$ cat config.mk
export PLATFORM = sky130hd
export DESIGN_NAME = cc_rresp_arbiter
export DESIGN_NICKNAME = d
export VERILOG_FILES = /design/src/rtl/cc_rresp_arbiter.sv
export SDC_FILE = /design/constraint.sdc
export NUM_CORES = 1
export LEC_CHECK = 0
export CORE_MARGIN = 4
export CORE_UTILIZATION = 19
export DETAILED_ROUTE_END_ITERATION = 6
export HOLD_SLACK_MARGIN = 0.06
export PLACE_DENSITY_LB_ADDON = 0.25
export SLEW_MARGIN = 20
export SYNTH_ARGS = -nofsm -noshare
export SYNTH_HDL_FRONTEND = slang
export SYNTH_SLANG_ARGS = --single-unit
$ cat constraint.sdc
create_clock -name clk -period 1 [get_ports clk]
set_input_delay 0.1 -clock clk [delete_from_list [all_inputs] [get_ports clk]]
set_output_delay 0.1 -clock clk [all_outputs]
set_load 0.03 [all_outputs]
$ cat src/rtl/cc_rresp_arbiter.sv
// Round-robin arbiter sharing one read-data channel among N_REQ burst sources.
// Optional burst-length check enabled by defining CC_RARB_LAST_CHK_EN.
module cc_rresp_arbiter #(
  parameter int unsigned N_REQ     = 2,
  parameter int unsigned DATA_W    = 64,
  parameter int unsigned BURST_LEN = 8,
  localparam int unsigned GNT_W    = (N_REQ > 1) ? $clog2(N_REQ) : 1
) (
  input  logic                    clk,
  input  logic                    rst,
  input  logic [N_REQ*DATA_W-1:0] req_rdata_i,
  input  logic [N_REQ-1:0]        req_rlast_i,
  input  logic [N_REQ-1:0]        req_rvalid_i,
  output logic [N_REQ-1:0]        req_rready_o,
  output logic [DATA_W-1:0]       rdata_o,
  output logic                    rlast_o,
  output logic                    rvalid_o,
  input  logic                    rready_i,
  output logic [GNT_W-1:0]        rsrc_o,
  output logic                    busy_o,
  output logic                    err_o
);

  typedef enum logic [0:0] {S_IDLE, S_BURST} state_e;

  state_e           state_q, state_d;
  logic [GNT_W-1:0] gnt_q, gnt_d;
  logic [GNT_W-1:0] rr_ptr_q, rr_ptr_d;
  logic [GNT_W-1:0] winner;
  logic             win_found;
  logic             hs;

  assign hs = rvalid_o & rready_i;

  // First valid requester scanning upward from rr_ptr, wrapping at N_REQ.
  always_comb begin
    int unsigned      idx;
    logic [N_REQ-1:0] shifted;
    winner    = '0;
    win_found = 1'b0;
    idx       = 0;
    shifted   = '0;
    for (int unsigned k = 0; k < N_REQ; k++) begin
      idx = 32'(rr_ptr_q) + k;
      if (idx >= N_REQ) idx = idx - N_REQ;
      shifted = req_rvalid_i >> idx;
      if (!win_found && shifted[0]) begin
        winner    = GNT_W'(idx);
        win_found = 1'b1;
      end
    end
  end

  always_ff @(posedge clk or posedge rst) begin
    if (rst) begin
      state_q  <= S_IDLE;
      gnt_q    <= '0;
      rr_ptr_q <= '0;
    end else begin
      state_q  <= state_d;
      gnt_q    <= gnt_d;
      rr_ptr_q <= rr_ptr_d;
    end
  end

  always_comb begin
    state_d  = state_q;
    gnt_d    = gnt_q;
    rr_ptr_d = rr_ptr_q;
    case (state_q)
      S_IDLE: begin
        if (win_found) begin
          gnt_d   = winner;
          state_d = S_BURST;
        end
      end
      S_BURST: begin
        if (hs && rlast_o) begin
          state_d  = S_IDLE;
          rr_ptr_d = (gnt_q == GNT_W'(N_REQ - 1)) ? '0 : gnt_q + GNT_W'(1);
        end
      end
      default: state_d = S_IDLE;
    endcase
  end

  // Output mux follows the registered grant only, so it cannot switch mid-beat.
  always_comb begin
    rdata_o      = '0;
    rlast_o      = 1'b0;
    rvalid_o     = 1'b0;
    req_rready_o = '0;
    rsrc_o       = gnt_q;
    busy_o       = (state_q == S_BURST);
    if (state_q == S_BURST) begin
      for (int unsigned j = 0; j < N_REQ; j++) begin
        if (GNT_W'(j) == gnt_q) begin
          rdata_o         = req_rdata_i[j*DATA_W +: DATA_W];
          rlast_o         = req_rlast_i[j];
          rvalid_o        = req_rvalid_i[j];
          req_rready_o[j] = rready_i;
        end
      end
    end
  end

`ifdef CC_RARB_LAST_CHK_EN
  localparam int unsigned CNT_W = (BURST_LEN > 1) ? $clog2(BURST_LEN) : 1;

  logic [CNT_W-1:0] beat_cnt_q, beat_cnt_d;
  logic             err_q, err_d;
  logic             cnt_at_last;

  // Beat counter is held at zero in IDLE so every burst starts counting from 0.
  always_comb begin
    cnt_at_last = (beat_cnt_q == CNT_W'(BURST_LEN - 1));
    beat_cnt_d  = beat_cnt_q;
    err_d       = err_q;
    if (state_q == S_IDLE) begin
      beat_cnt_d = '0;
    end else if (hs) begin
      beat_cnt_d = beat_cnt_q + CNT_W'(1);
      if (rlast_o != cnt_at_last) err_d = 1'b1;
    end
  end

  always_ff @(posedge clk or posedge rst) begin
    if (rst) begin
      beat_cnt_q <= '0;
      err_q      <= 1'b0;
    end else begin
      beat_cnt_q <= beat_cnt_d;
      err_q      <= err_d;
    end
  end

  assign err_o = err_q;
`else
  assign err_o = 1'b0;
`endif

endmodule
* After elaboration in Yosys (flattened, before gate mapping)
Cells that the tools add are included.
** Word-level totals
- Word-level logic and storage cells :: 37
- Bits in registers :: 3
- Bits of input ports :: 135
** Cells by class
- Order comparisons :: 2
- Mux-type cells :: 19
- Reduce and logical (&&, ||, !) cells :: 5
- Bitwise logic cells :: 2
- $add $sub $neg :: 4
- Shift operators :: 2
** Operators with widths (count)
- 64-bit two-way mux :: 2
- 32-bit two-way mux :: 2
- 2-bit by 32-bit right shift with 1-bit output :: 2
- 1-bit two-way mux :: 13
- 2-bit AND reduction :: 2
- 1-bit by 2-bit subtractor with 3-bit output (second input constant) :: 1
- 2-bit by 2-bit subtractor with 3-bit output (second input constant) :: 1
- 1-bit by 1-bit adder with 2-bit output (second input constant) :: 1
- 1-bit by 2-bit greater-or-equal comparator with 1-bit output (second input constant) :: 1
- 2-bit greater-or-equal comparator (second input constant) :: 1
- 1-bit logical AND :: 2
- 2-bit two-way mux :: 1
- 1-bit one-hot mux with 2 select lines :: 1
- 1-bit adder (second input constant) :: 1
- 1-bit AND :: 1
- 1-bit zero test :: 1
- 1-bit NOT :: 1

* Longest topological paths before layout
Gate-level depths: netlist (run 1).
- Word-level depth :: 9
- Mapped depth :: 5

* Worst setup path before layout (run 1)
OpenSTA, ideal clock, no wires.
- Kind :: register to output
- Start point :: reg state_q, in the netlist busy_o
- End point :: out rdata_o[43]
- Buffers on the path :: 2
- Stages on the path, launching flop included :: 5
- Data arrival time :: 1.395 ns
- Slack :: -0.495 ns
- Required time :: 0.900 ns
- Cells stage by stage :: dfrtp_1 inv_2 buf_2 buf_2 nor2_1
** Between the ends
- Longest elaborated chain between the ends :: 1
** Ends and longest elaborated chain
- from (decl) :: line 26 : state_e state_q, state_d;
- from (signal assigned) :: line 60 : state_q <= state_d;
- 64-bit two-way mux :: line 95 : if (state_q == S_BURST) begin
- to (decl) :: line 15 : output logic [DATA_W-1:0] rdata_o,
No other way between the ends.

* Worst setup path after layout (run 1)
- Start point :: reg gnt_q, in the netlist rsrc_o
- End point :: out rdata_o[39]
** Between the ends
- Longest elaborated chain between the ends :: 2
** Ends and longest elaborated chain
- from (decl) :: line 27 : logic [GNT_W-1:0] gnt_q, gnt_d;
- from (signal assigned) :: line 61 : gnt_q <= gnt_d;
- 64-bit two-way mux :: line 97 : if (GNT_W'(j) == gnt_q) begin
- 64-bit two-way mux :: line 95
No other way between the ends.

==> impl_metrics.yaml, run 1 <==
global_routing:
  top_usage_layer: "met2"
  grt_start_max_net_pins: 22
  gr-usage-met1_pct: 19.8
  grt_pass1_vias: 2295
  grt_use_total_pct: 19.6
  grt_overflow_total: 0
  grt_use_met2_pct: 38.6
  grt_use_met3_pct: 7.28
  grt_pass1_wl_um: 11800
  antenna_found_initial: 0
drt:
  routedWlPerCell_um: 18.3
  num_vias: 2136
  drt-initial-drc-count: 33
  remaining_drc_errors: 0
  routed_wl_um: 8620
  viasPerCell: 4.53
  firstDrtPassIters: 5
  ant_nets: 0
hold_path:
  holdCritPathClass: "flop to flop"
  hold-path-endpoint: "rsrc_o"
  holdCritStartpoint: "rr_ptr_q"
  holdPathStages: 2
clock_network:
  h-tree-depth: 1
  insertion_delay_ps: 220
  clk_path_buf_depth: 2
  clkTransAtPathRegs_ps: 30
  cts_buffers: 3
  cts-root-buf: "clkbuf_8"
  clock_sinks: 3
  tritoncts: "built"
setup_path:
  cp.required_ps: 900
  path_class: "flop to primary output"
  arrival_ps: 1540
  worstSetupStartpointType: "flop"
  timing.rr.end: "rr_ptr_q"
  r2r-start: "rsrc_o"
  cp_max_fo: 8
  regToRegSetupSlack_ps: -490
  r2r_cells: 6
  critPathCaptureType: "primary output"
final_layout:
  drive_gt1_share_pct: 54.2
  num_antenna_cells: 0
  finalNetCount: 533
  fillers: 372
  syn_to_final_growth_pct: 279
  design_area_um2: 4520
synthesis:
  synth.area.top_cells: "mux2i_1 55%, nor2_1 21%, dfrtp_1 6.3%"
  synthArstFlopShare_pct: 100
  synth-main-ff-cell: "dfrtp_1"
  synth.top_cell.area_share_pct: 55.4
  synth.most_common_cell: "nor2_1"
  synth_cell_types: 20
  syn_nets: 302
  synth_top_area_cell: "mux2i_1"
  synth-seq-cells: 3
  synth_edf_count: 0
  syn_inst: 167
  yosys_warnings: 0
  syn_area_um2: 1190
  synth_common_cells: "68 x nor2_1, 66 x mux2i_1, 5 x buf_6"
  avgSynthCellArea_um2: 7.14
  ys_seq_area_share_pct: 6.30
sta:
  fin_crit_sh_pct: 164
  final_max_slew_viol_count: 0
  rsz0062_at_grt: "yes"
  setup_ws_ps: -643
  fmaxAchievable_mhz: 609
  setup_viol: 72
  hold_ws_ps: 540
  fin_worst_skew_ps: 2.57
  fin_crit_ps: 1640
  hold_viol_final: 0
floorplan:
  rows: 28
  coreArea_um2: 5990
  die_y_um: 87.2
  start_util_pct: 19.9
  ios: 206
  dieArea_um2: 7610
  die-width_um: 87.2
place:
  dpl_cell_area_um2: 3650
  port_buffers: 204
  dp_hpwl_um: 5470
  place.gp.congestion: 0.754
power:
  ir_drop_uv: 1960
  powerDensity_nw_per_um2: 2700
  p_leak_uw: 0.00189
flow_run:
  maxCapViolCount: 0
run_status:
  status: "complete, but fails checks"
  violations: "setup timing"
logic make-up (layout without fill, tap and decap cells):
logic type             after synthesis  in the layout  synth area share [%]
AOI/OAI and AO/OA                    4              4                  2.20
buffers and inverters               19            249                  11.3
DFF                                  3              3                  6.30
muxes                               66             66                  55.4
other                                1              1                 0.314
and+or+nand+nor                     74             74                  24.4
cell type report:
| class | count | area, µm² | share of cell area (%) |
|---|---|---|---|
| clock buffer | 4 | 45.0 | 0.996 |
| inverter | 3 | 13.8 | 0.304 |
| multi-input combinational | 145 | 1560 | 34.4 |
| sequential | 3 | 80.1 | 1.77 |
| tap | 75 | 93.8 | 2.08 |
| timing repair buffer | 242 | 2730 | 60.4 |
power breakdown:
group	switching [µW]	total, µW	internal, µW	leakage [µW]
clock network	78.5	350	272	0.0000228
logic	5480	11600	6110	0.00184
registers	90.3	277	187	0.0000320
total	5650	12200	6570	0.00189
through the flow:
stage          setup WS, ps  cells  util [%]  TNS [ps]  total power, µW
6_report               -643    472      75.5    -38490            12200
5_1_grt                -694    472      75.5    -41550            12800
3_5_place_dp           -683    445      60.9    -33640             8600
4_1_cts                -599    466      72.0    -37780            11400
3_3_place_gp           -665    445      60.9    -32730             8540
2_1_floorplan          -268    167         -    -17740             5780
critical path: stages, from the launching register on:
cell     delay (ps)
dfrtp_4         530
buf_16          180
buf_16          150
mux2i_1         260
nor2_2           70
buf_6           140
flip-flops by register name, summed over array words and instances, names as in the netlist:
| name | cells |
|---|---|
| rr_ptr_q | 1 |
| busy_o | 1 |
| rsrc_o | 1 |
worst max-delay path by stage:
stage	slack [ps]	start	to	cells past startpoint
6_report	-640	rsrc_o	rdata_o[39]	5
2_1_floorplan	-270	rsrc_o	rdata_o[10]	4
5_1_grt	-690	rsrc_o	rdata_o[39]	5
3_5_place_dp	-680	rsrc_o	rdata_o[46]	4
4_1_cts	-600	rsrc_o	rdata_o[10]	5
3_3_place_gp	-660	rsrc_o	rdata_o[44]	4
repair_timing:
action,in CTS,in global routing
pin swaps,4,5
buffers inserted,10,6
endpoints found under the setup margin,73,73
resized for setup,189,55
gates cloned,6,0
hold buffers,1,0
hold endpoints to repair,3,0
cell usage in the layout, fill, tap and decap left out, types with 2 or more instances in the layout:
master	n
mux2i_1	34
clkbuf_8	3
clkdlybuf4s50_1	134
nor2_2	46
nor2_4	21
nand2_1	2
mux2i_4	20
mux2i_2	12
buf_6	75
buf_4	10
buf_8	3
buf_16	6
inv_1	2
buf_12	10
per-layer routing:
layer  part of all wire, %  wire length [µm]  vias to the layer above
met5                     0                 0                        -
met4                   1.1                92                        0
met3                    11               926                        6
met2                    54              4640                      128
met1                    34              2960                      973
li1                      -                 -                     1029
(Power assumes the default switching activity.)
==> run 2: changes to the inputs <==
- PLACE_DENSITY_LB_ADDON: 0.25 -> 0.3
==> impl_metrics.yaml, run 2 (same netlist as run 1, synthesis figures left out) <==
run_status:
  status: "complete, but fails checks"
  violations: "setup timing"
final_layout:
  drive_gt1_share_pct: 53.2
  fillers: 403
  design_area_um2: 4420
  finalNetCount: 525
  num_antenna_cells: 0
  layout_common_cells: "134 x clkdlybuf4s50_1, 72 x buf_6, 46 x nor2_2, 36 x mux2i_1, 22 x mux2i_4"
  syn_to_final_growth_pct: 270
  stdcell_count: 464
  layout_commonest_cell: "clkdlybuf4s50_1"
setup_path:
  cp.required_ps: 900
  path_class: "flop to primary output"
  r2r-start: "rsrc_o"
  critPathCaptureType: "primary output"
  cp_max_fo: 6
  arrival_ps: 1460
  endpoint: "rdata_o[49]"
  regToRegSetupSlack_ps: -370
  r2r_cells: 5
  worstSetupStartpointType: "flop"
  timing.rr.end: "rr_ptr_q"
  cp-startpoint: "rsrc_o"
clock_network:
  cts_buffers: 3
  clkTransAtPathRegs_ps: 30
  cts-root-buf: "clkbuf_8"
  clk_path_buf_depth: 2
  hold_buffers: 0
  h-tree-depth: 1
  clock_sinks: 3
  tritoncts: "built"
  insertion_delay_ps: 210
sta:
  fmaxAchievable_mhz: 640
  fin_crit_sh_pct: 156
  setup_ws_ps: -562
  hold_viol_final: 0
  fin_crit_ps: 1560
  setup_viol: 73
  fin_worst_skew_ps: 1.59
  rsz0062_at_grt: "yes"
  final_max_slew_viol_count: 0
global_routing:
  antenna_found_initial: 0
  grt_pass1_wl_um: 11300
  grt_overflow_total: 0
  grt_start_max_net_pins: 19
  grt_pass1_vias: 2257
  grt_use_total_pct: 19.0
drt:
  routed_wl_um: 8340
  viasPerCell: 4.64
  ant_nets: 0
  remaining_drc_errors: 0
  num_vias: 2154
  firstDrtPassIters: 4
  routedWlPerCell_um: 18.0
  drt-initial-drc-count: 55
floorplan:
  dieArea_um2: 7610
  coreArea_um2: 5990
  ios: 206
  die-width_um: 87.2
  start_util_pct: 19.9
  rows: 28
  die_y_um: 87.2
power:
  p_leak_uw: 0.00183
  ir_drop_uv: 1710
  powerDensity_nw_per_um2: 2640
hold_path:
  holdCritPathClass: "primary input to async pin"
flow_run:
  maxCapViolCount: 0
place:
  port_buffers: 204
  dp.cells: 449
  dp_hpwl_um: 5640
  dpl_cell_area_um2: 3630
  place.gp.congestion: 0.748
-- run 2: changes by cell type in the layout (fill, tap and decap cells not counted), moves of 2 or more --
cell | before | now
buf_6 | 75 | 72
clkbuf_16 | 0 | 2
mux2i_1 | 34 | 36
buf_16 | 6 | 4
mux2i_4 | 20 | 22
mux2i_2 | 12 | 8
-- run 2: how the worst min path moves through the flow --
stage                           to  from
after detailed placement  rr_ptr_q   rst
after floorplan           rr_ptr_q   rst
after global placement      rsrc_o   rst
after global routing        rsrc_o   rst
final                       rsrc_o   rst
after CTS                   rsrc_o   rst
-- run 2: per-stage QoR --
stage	total power [µW]	util, %	setup TNS (ps)	setup slack [ps]	hold WS, ps
6_report	11700	73.7	-35870	-562	88.9
2_1_floorplan	5780	-	-17740	-268	-146
3_3_place_gp	8550	60.5	-25350	-503	280
4_1_cts	11100	71.4	-34690	-544	69.2
5_1_grt	12200	73.7	-38670	-645	120
3_5_place_dp	8610	60.5	-25570	-519	288
-- run 2: power by group --
| part | leakage [µW] | internal (µW) | total (µW) | switching (µW) |
|---|---|---|---|---|
| sequential | 0.0000320 | 187 | 253 | 66.1 |
| clock | 0.0000228 | 272 | 347 | 75.9 |
| combinational | 0.00178 | 5660 | 11100 | 5400 |
| total | 0.00183 | 6110 | 11700 | 5540 |
-- run 2: worst max-delay path, stage by stage (launching register included) --
cell,delay [ps]
dfrtp_4,500
buf_8,160
clkbuf_16,170
mux2i_4,190
nor2_4,80
buf_6,130
-- run 2: area by class of cell --
class / instances / area, µm² / area share (%)
multi-input combinational: 145 / 1570 / 35.5
inverter: 3 / 16.3 / 0.368
timing repair buffer: 234 / 2610 / 59.2
tap: 75 / 93.8 / 2.12
clock buffer: 4 / 45.0 / 1.02
sequential: 3 / 80.1 / 1.81
-- run 2: repair_timing --
action / in CTS / in global routing
resized for setup: 117 / 22
endpoints found under the setup margin: 73 / 73
buffers inserted: 4 / 2
cloned: 3 / 2
pin swaps: 5 / 7
-- run 2: layer usage --
metal	vias up	track usage, %	part of all wire, %
met2	142	36.5	52
met4	0	3.21	1.7
met3	14	7.38	12
met5	-	0	0
li1	1012	-	-
met1	986	19.6	35
==> run 3: changes to the inputs <==
- SETUP_SLACK_MARGIN: not set -> 0.15
==> results of run 3 <==
Final layout, timing and power as in run 2 (identical DEF).
